### src/rtl/decoder_3_8_pkg.sv
// decoder_3_8_pkg
// Shared widths and types for the 3-to-8 decoder slice.
//   ONEHOT_W : width of the decoded one-hot vector
//   code_t   : 3-bit select code, {c1,c2,c3}
package decoder_3_8_pkg;

    localparam int ONEHOT_W = 8;

    typedef logic [2:0]          code_t;
    typedef logic [ONEHOT_W-1:0] onehot_t;

endpackage

### src/rtl/decoder_3_8_if.sv
// decoder_3_8_if
// Bundles the decoder enables, select code and the eight decoded lines.
//   master : drives e1_low, e2_low, e3, c1..c3; observes d1..d8
//   slave  : the decoder side (inputs/outputs mirrored)
interface decoder_3_8_if;

    logic e1_low;
    logic e2_low;
    logic e3;
    logic c1;
    logic c2;
    logic c3;
    logic d1, d2, d3, d4, d5, d6, d7, d8;

    modport master (
        output e1_low, e2_low, e3, c1, c2, c3,
        input  d1, d2, d3, d4, d5, d6, d7, d8
    );

    modport slave (
        input  e1_low, e2_low, e3, c1, c2, c3,
        output d1, d2, d3, d4, d5, d6, d7, d8
    );

endinterface

### src/rtl/decoder_3_8_core.sv
// decoder3_8_core
// Purely combinational 74x138-style decode with active-high one-hot output.
//   e1_low, e2_low : active-low enables
//   e3             : active-high enable
//   c[2:0]         : select code
//   y[7:0]         : y[c] = 1 when enabled, all zero otherwise
module decoder3_8_core
    import decoder_3_8_pkg::*;
(
    input  logic    e1_low,
    input  logic    e2_low,
    input  logic    e3,
    input  code_t   c,
    output onehot_t y
);

    logic en;

    assign en = ~e1_low & ~e2_low & e3;

    always_comb begin
        y = '0;
        if (en) begin
            y[c] = 1'b1;
        end
    end

endmodule

### src/rtl/decoder_3_8.sv
// decoder_3_8
// 3-to-8 line decoder with three-input enable and optional output register.
//   clk     : rising-edge clock (unused when OUT_REG = 0)
//   rst     : asynchronous active-high reset (unused when OUT_REG = 0)
//   bus     : enables, select code and decoded lines d1..d8
// OUT_REG = 1 gives flop-driven, glitch-free outputs with one cycle of latency;
// OUT_REG = 0 gives a zero-latency combinational decode.
module decoder_3_8
    import decoder_3_8_pkg::*;
#(
    parameter bit OUT_REG = 1'b1
) (
    input logic          clk,
    input logic          rst,
    decoder_3_8_if.slave bus
);

    onehot_t y_comb;
    onehot_t y_out;

    decoder3_8_core u_core (
        .e1_low (bus.e1_low),
        .e2_low (bus.e2_low),
        .e3     (bus.e3),
        .c      ({bus.c1, bus.c2, bus.c3}),
        .y      (y_comb)
    );

    generate
        if (OUT_REG) begin : g_reg
            onehot_t y_q;

            always_ff @(posedge clk or posedge rst) begin
                if (rst) begin
                    y_q <= '0;
                end else begin
                    y_q <= y_comb;
                end
            end

            assign y_out = y_q;
        end else begin : g_comb
            // Clock and reset have no load in the combinational build.
            logic unused_clk_rst;
            assign unused_clk_rst = clk ^ rst;
            assign y_out = y_comb;
        end
    endgenerate

    assign bus.d1 = y_out[0];
    assign bus.d2 = y_out[1];
    assign bus.d3 = y_out[2];
    assign bus.d4 = y_out[3];
    assign bus.d5 = y_out[4];
    assign bus.d6 = y_out[5];
    assign bus.d7 = y_out[6];
    assign bus.d8 = y_out[7];

endmodule

### src/flat_wrapper.sv
// flat-port wrapper written by rule: the top's interface ports become plain ports
module decoder_3_8_flat import decoder_3_8_pkg::*;
#(
    parameter bit OUT_REG = 1'b1
)
  (clk, rst, bus_e1_low, bus_e2_low, bus_e3, bus_c1, bus_c2, bus_c3, bus_d1, bus_d2, bus_d3, bus_d4, bus_d5, bus_d6, bus_d7, bus_d8);
  decoder_3_8_if bus_i ();
  input logic clk;
  input logic rst;
  input wire logic [$bits(bus_i.e1_low)-1:0] bus_e1_low;
  input wire logic [$bits(bus_i.e2_low)-1:0] bus_e2_low;
  input wire logic [$bits(bus_i.e3)-1:0] bus_e3;
  input wire logic [$bits(bus_i.c1)-1:0] bus_c1;
  input wire logic [$bits(bus_i.c2)-1:0] bus_c2;
  input wire logic [$bits(bus_i.c3)-1:0] bus_c3;
  output wire logic [$bits(bus_i.d1)-1:0] bus_d1;
  output wire logic [$bits(bus_i.d2)-1:0] bus_d2;
  output wire logic [$bits(bus_i.d3)-1:0] bus_d3;
  output wire logic [$bits(bus_i.d4)-1:0] bus_d4;
  output wire logic [$bits(bus_i.d5)-1:0] bus_d5;
  output wire logic [$bits(bus_i.d6)-1:0] bus_d6;
  output wire logic [$bits(bus_i.d7)-1:0] bus_d7;
  output wire logic [$bits(bus_i.d8)-1:0] bus_d8;
  assign bus_i.e1_low = bus_e1_low;
  assign bus_i.e2_low = bus_e2_low;
  assign bus_i.e3 = bus_e3;
  assign bus_i.c1 = bus_c1;
  assign bus_i.c2 = bus_c2;
  assign bus_i.c3 = bus_c3;
  assign bus_d1 = bus_i.d1;
  assign bus_d2 = bus_i.d2;
  assign bus_d3 = bus_i.d3;
  assign bus_d4 = bus_i.d4;
  assign bus_d5 = bus_i.d5;
  assign bus_d6 = bus_i.d6;
  assign bus_d7 = bus_i.d7;
  assign bus_d8 = bus_i.d8;
  decoder_3_8 #(.OUT_REG(OUT_REG)) u_core (.clk(clk), .rst(rst), .bus(bus_i));
endmodule
### config.mk
export PLATFORM = sky130hd
export DESIGN_NAME = decoder_3_8_flat
export DESIGN_NICKNAME = d
export VERILOG_FILES = /design/src/rtl/decoder_3_8_pkg.sv /design/src/rtl/decoder_3_8_if.sv /design/src/rtl/decoder_3_8_core.sv /design/src/rtl/decoder_3_8.sv /design/src/flat_wrapper.sv
export SDC_FILE = /design/constraint.sdc
export NUM_CORES = 1
export LEC_CHECK = 0
export CORE_AREA = 3 3 40 42
export CTS_CLUSTER_SIZE = 24
export DETAILED_ROUTE_END_ITERATION = 16
export DIE_AREA = 0 0 43 45
export GPL_TIMING_DRIVEN = 1
export PLACE_DENSITY = 0.6
export SYNTH_ARGS = -nofsm -noshare
export SYNTH_HDL_FRONTEND = slang
export SYNTH_SLANG_ARGS = --single-unit
### constraint.sdc
create_clock -name clk -period 0.8 [get_ports clk]
set_input_delay 0.16 -clock clk [delete_from_list [all_inputs] [get_ports clk]]
set_output_delay 0.16 -clock clk [all_outputs]
set_load 0.05 [all_outputs]
# Yosys cells after proc, flatten, opt, wreduce, memory -nomap -nowiden
# Index checks and enable logic that the tools add are counted.
dict set report word_totals {
  ff_bits 8
  elab_cells 11
}
dict set report op_classes {
  magnitude_cmp 2
  muxes 3
  bitwise 4
  reduce_logical 1
}
# op n
set op_table {}
lappend op_table {{$mux W8} 1}
lappend op_table {{$lt A3 B4 Y1 const B} 1}
lappend op_table {{$demux W1 S3} 1}
lappend op_table {{$ge A3 B1 Y1 const B} 1}
lappend op_table {{$and A1 B1 Y1} 2}
lappend op_table {{$not A1 Y1} 2}
lappend op_table {{$logic_and A1 B1 Y1} 1}
lappend op_table {{$mux W1} 1}

# Longest topological paths before layout
dict set report depth {
  ltp_word 5
  depth_mapped 2
  ltp_nobuf 2
}

# By module
# A second synthesis with hierarchy kept.
dict set report hier_totals {
  hier_cells 23
  hier_area_um2 297.8
}
# mod cells_per_inst instances area_each_um2 seq_area_each_um2
set modules_own_cells {}
lappend modules_own_cells {decoder_3_8 9 1 203.9 200.2}
lappend modules_own_cells {decoder3_8_core 14 1 93.8 0.0}

# Least setup slack after synthesis
# Ideal clock, no wire load.
dict set report synth_timing {
  path_kind {input-to-reg}
  from {input bus_e2_low}
  to {register u_core.g_reg.y_q[6]}
  stages 2
  setup_time_ns 0.080
  t_arrival_ns 0.693
  slack_ns 0.026
  cell_sequence {or3b_4 > nor3_2}
}
dict set report synth_between {
  elab_chain_cells 4
}
# element line
set synth_rtl {}
lappend synth_rtl {{start, declared} flat_wrapper.sv:11} ;# input wire logic [$bits(bus_i.e2_low)-1:0] bus_e2_low;
lappend synth_rtl {{$not A1 Y1} decoder_3_8_core.sv:19} ;# assign en = ~e1_low & ~e2_low & e3;
lappend synth_rtl {{$and A1 B1 Y1 (2 in a row)} decoder_3_8_core.sv:19}
lappend synth_rtl {{$mux W8} decoder_3_8_core.sv:23} ;# if (en) begin
lappend synth_rtl {{via u_core.u_core.y[6]} decoder_3_8_core.sv:14} ;# output onehot_t y
lappend synth_rtl {{end signal, assigned} decoder_3_8.sv:37} ;# y_q <= y_comb;
lappend synth_rtl {{end, declared} decoder_3_8.sv:31} ;# onehot_t y_q;
# The timed path passes the listed nets, and every way through them passes these cells.

# Final worst setup path
dict set report layout_timing {
  from {register u_core.g_reg.y_q[3]}
  to {output bus_d4}
}
# element line
set layout_lines {}
lappend layout_lines {{end, declared} flat_wrapper.sv:19} ;# output wire logic [$bits(bus_i.d4)-1:0] bus_d4;
# No word-level cell between the ends.

==> impl_summary.txt <==
----------------------------------------------------
[Run status]
  Result of the run ... finished, violations left
  Failing checks ... setup timing

[Clock tree]
  H-Tree Depth ... 1
  Root buffer selected by CTS ... clkbuf_4
  Buffer depth of the longest clock path ... 2
  Number of buffers inserted during clock tree synthesis ... 3
  Setup bufs post-CTS ... 0
  Register clock-pin slew on the reported worst setup and hold paths ... around 0.05 ns
  CTS tree ... built
  CTS hold repair buffers ... 0
  Total clock sinks ... 8

[Pwr]
  Worst IR drop on VDD ... 0.514 mV
  Clk pwr share ... 0.354
  Switching pwr ... around 170 uW
  Logic gate share of total power ... 0.134
  Switching share of power ... 0.207
  Power share of the sequential group ... 0.512
  PwrDens ... approximately 1400 nW/um^2
  Internal power consumption ... 638 uW
  Static leakage ... 0.000268 uW

[Floorplan]
  Effective utilization at floorplan ... 0.225
  Area of the core region ... approximately 1300 um^2
  Chip Width ... between 40 and 50 um
  Area enclosed by the die boundary ... around 1900 um^2
  Die Y-Extent ... ~45 um
  Number of top-level pins ... 16
  Number of standard-cell rows in the floorplan ... 13

[Global routing]
  Initial antenna violation count ... 0
  GRT Resource Usage Total ... 0.0675
  Grt total ovfl ... 0
  Via count of the first global-routing pass ... between 200 and 250
  Largest net degree at the start of global routing ... 9
  Global-route wire length before repair ... 903 um

[Run]
  Count of maximum capacitance violations ... 0

[Setup path]
  Type of destination of the critical path ... output pin
  Number of logic stages on the critical path including buffering ... 1
  Slowest stage cell, crit path ... dfrtp_1
  Data arrival time at the worst-slack endpoint ... ~0.8 ns
  CP delay by family, top ... flip-flops
  Critical path class ... register to output pin
  Critical path fanouts, max ... 1
  Data required time of the critical path ... 0.64 ns
  Crit path buffers/inverters ... 1
  CP startpoint kind ... register
  Largest incremental delay on the critical path ... around 0.39 ns
  CP cell instances ... buf_12

[Placed design]
  Detailed-placement wirelength estimate ... 461 um
  Port Buf Inserts ... 15
  Routability cong. ... 0.766

[Yosys]
  Mapped Nets ... 31
  Sequential element share of the synthesized area ... 0.693
  Mapped cell area ... 289 um^2
  Mean cell area of the mapped netlist ... approximately 13 um^2
  Post-synthesis cell type count ... 11
  Total of flip-flops plus latches after synthesis ... 8
  Warning count from the yosys run ... 0
  Count of mapped cells out of synthesis ... 23

[Route]
  DRT iter0 DRCs ... 2
  Vias after detailed routing ... around 240
  Average wire length per cell after detail routing ... between 8 and 9 um
  Total wire length after detailed routing ... 525 um
  Via-to-Cell Ratio ... approximately 4.0
  Antenna-violating nets left ... 0
  Number of remaining DRC errors ... 0
  Length of the first detailed-routing pass in iterations ... 2

[Cells and area]
  Layout cell share with drive strength beyond 1 ... 0.432
  Flip-flop count of the largest register after layout ... 8
  Area growth from synthesis to layout ... 103%
  Core utilization of the finished layout ... 0.458
  Count of antenna diodes in the layout ... 0
  Largest registers ranked by flip-flop count ... u_core.g_reg.y_q: 8 flops
  Fin nets ... between 50 and 60
  Area taken by multi-input logic gates ... ~93 um^2
  Most frequent cells in the layout ... buf_12 (8), dfrtp_1 (8), nor2_1 (6)
  Top register by number of flip-flops ... u_core.g_reg.y_q
  Total of fill cells in the finished design ... about 130
  Sequential cell area ... 200 um^2

[Worst hold path]
  Class of the worst hold path ... input pin to asynchronous set/reset pin

[STA]
  Endpoints failing hold ... 0
  Number of endpoints failing setup at the final stage ... 8
  Setup repair after global routing missed its margin ... yes
  Slew at the pin closest to its max-slew limit ... about 0.28 ns
  Post-route setup slack ... -0.148 ns
  Max-slew violation count ... 0
  Final Cycle Share ... 1.18
  Worst-case hold slack ... around 0.16 ns
  Max-Slew Margin vs Limit ... 0.816
  Highest Clock Rate ... 1.06 GHz
  Final critical path time including I/O delays and setup ... roughly 0.95 ns

----------------------------------------------------
## layer usage
metal | wire, um | vias up | part of all wire | track usage
met3 | 84 | 0 | 0.16 | 0.0279
met5 | 0 | - | 0 | 0
met1 | 191 | 101 | 0.36 | 0.0625
li1 | - | 119 | - | -
met2 | 250 | 16 | 0.48 | 0.108
met4 | 0 | 0 | 0 | 0.0723
## Yosys cell counts
library cell | number | share of area
inv_1 | 1 | 0.013
nor3_1 | 1 | 0.017
nand3b_1 | 1 | 0.026
nor2_1 | 6 | 0.078
or3_4 | 1 | 0.039
nor3_2 | 1 | 0.035
or3b_4 | 1 | 0.039
dfrtp_1 | 8 | 0.69
nand2_1 | 1 | 0.013
nand3_1 | 1 | 0.017
or3b_1 | 1 | 0.030
## per-stage QoR
step	instance area [um^2]	TNS [ns]	setup WS, ns	power (uW)	instances
floorplan	289	0	0.0262	456	23
global route	588	-1.41	-0.181	860	59
detailed placement	561	-3.32	-0.473	532	56
finish	588	-1.15	-0.148	805	59
global placement	561	-3.26	-0.448	531	56
CTS	588	-1.26	-0.163	823	59
## power groups by stage
stage	logic (uW)	clock network [uW]	registers (uW)
final	107	285	413
after global placement	112	0	419
after CTS	109	302	412
after global routing	117	331	412
after detailed placement	113	0	419
after floorplan	25.5	0	431
## final timing paths
path,startpoint,endpoint
setup / recovery,u_core.g_reg.y_q[3]$_DFF_PP0_,bus_d4
hold / removal,rst,u_core.g_reg.y_q[0]$_DFF_PP0_
max in group asynchronous,rst,u_core.g_reg.y_q[4]$_DFF_PP0_
min in group clk,bus_e1_low,u_core.g_reg.y_q[2]$_DFF_PP0_
## final cells by class
class / instances / share of cell area
tap: 15 / 0.0319
timing repair buffer: 18 / 0.426
sequential: 8 / 0.340
multi-input combinational: 14 / 0.157
clock buffer: 3 / 0.0383
inverter: 1 / 0.00638
## cells by family (layout without fill, tap and decap cells)
logic type	count (synthesis)	after routing	share of synthesized area
simple gates	14	14	0.294
buf+inv	1	22	0.0130
flops	8	8	0.693
## what timing repair did
action                                  4_1_cts  5_1_grt
endpoints found under the setup margin       16        8
resized for setup                            10        0
endpoints found under the hold margin         0        0
pin swaps                                     5        0
Power figures use the tool's default switching activity.
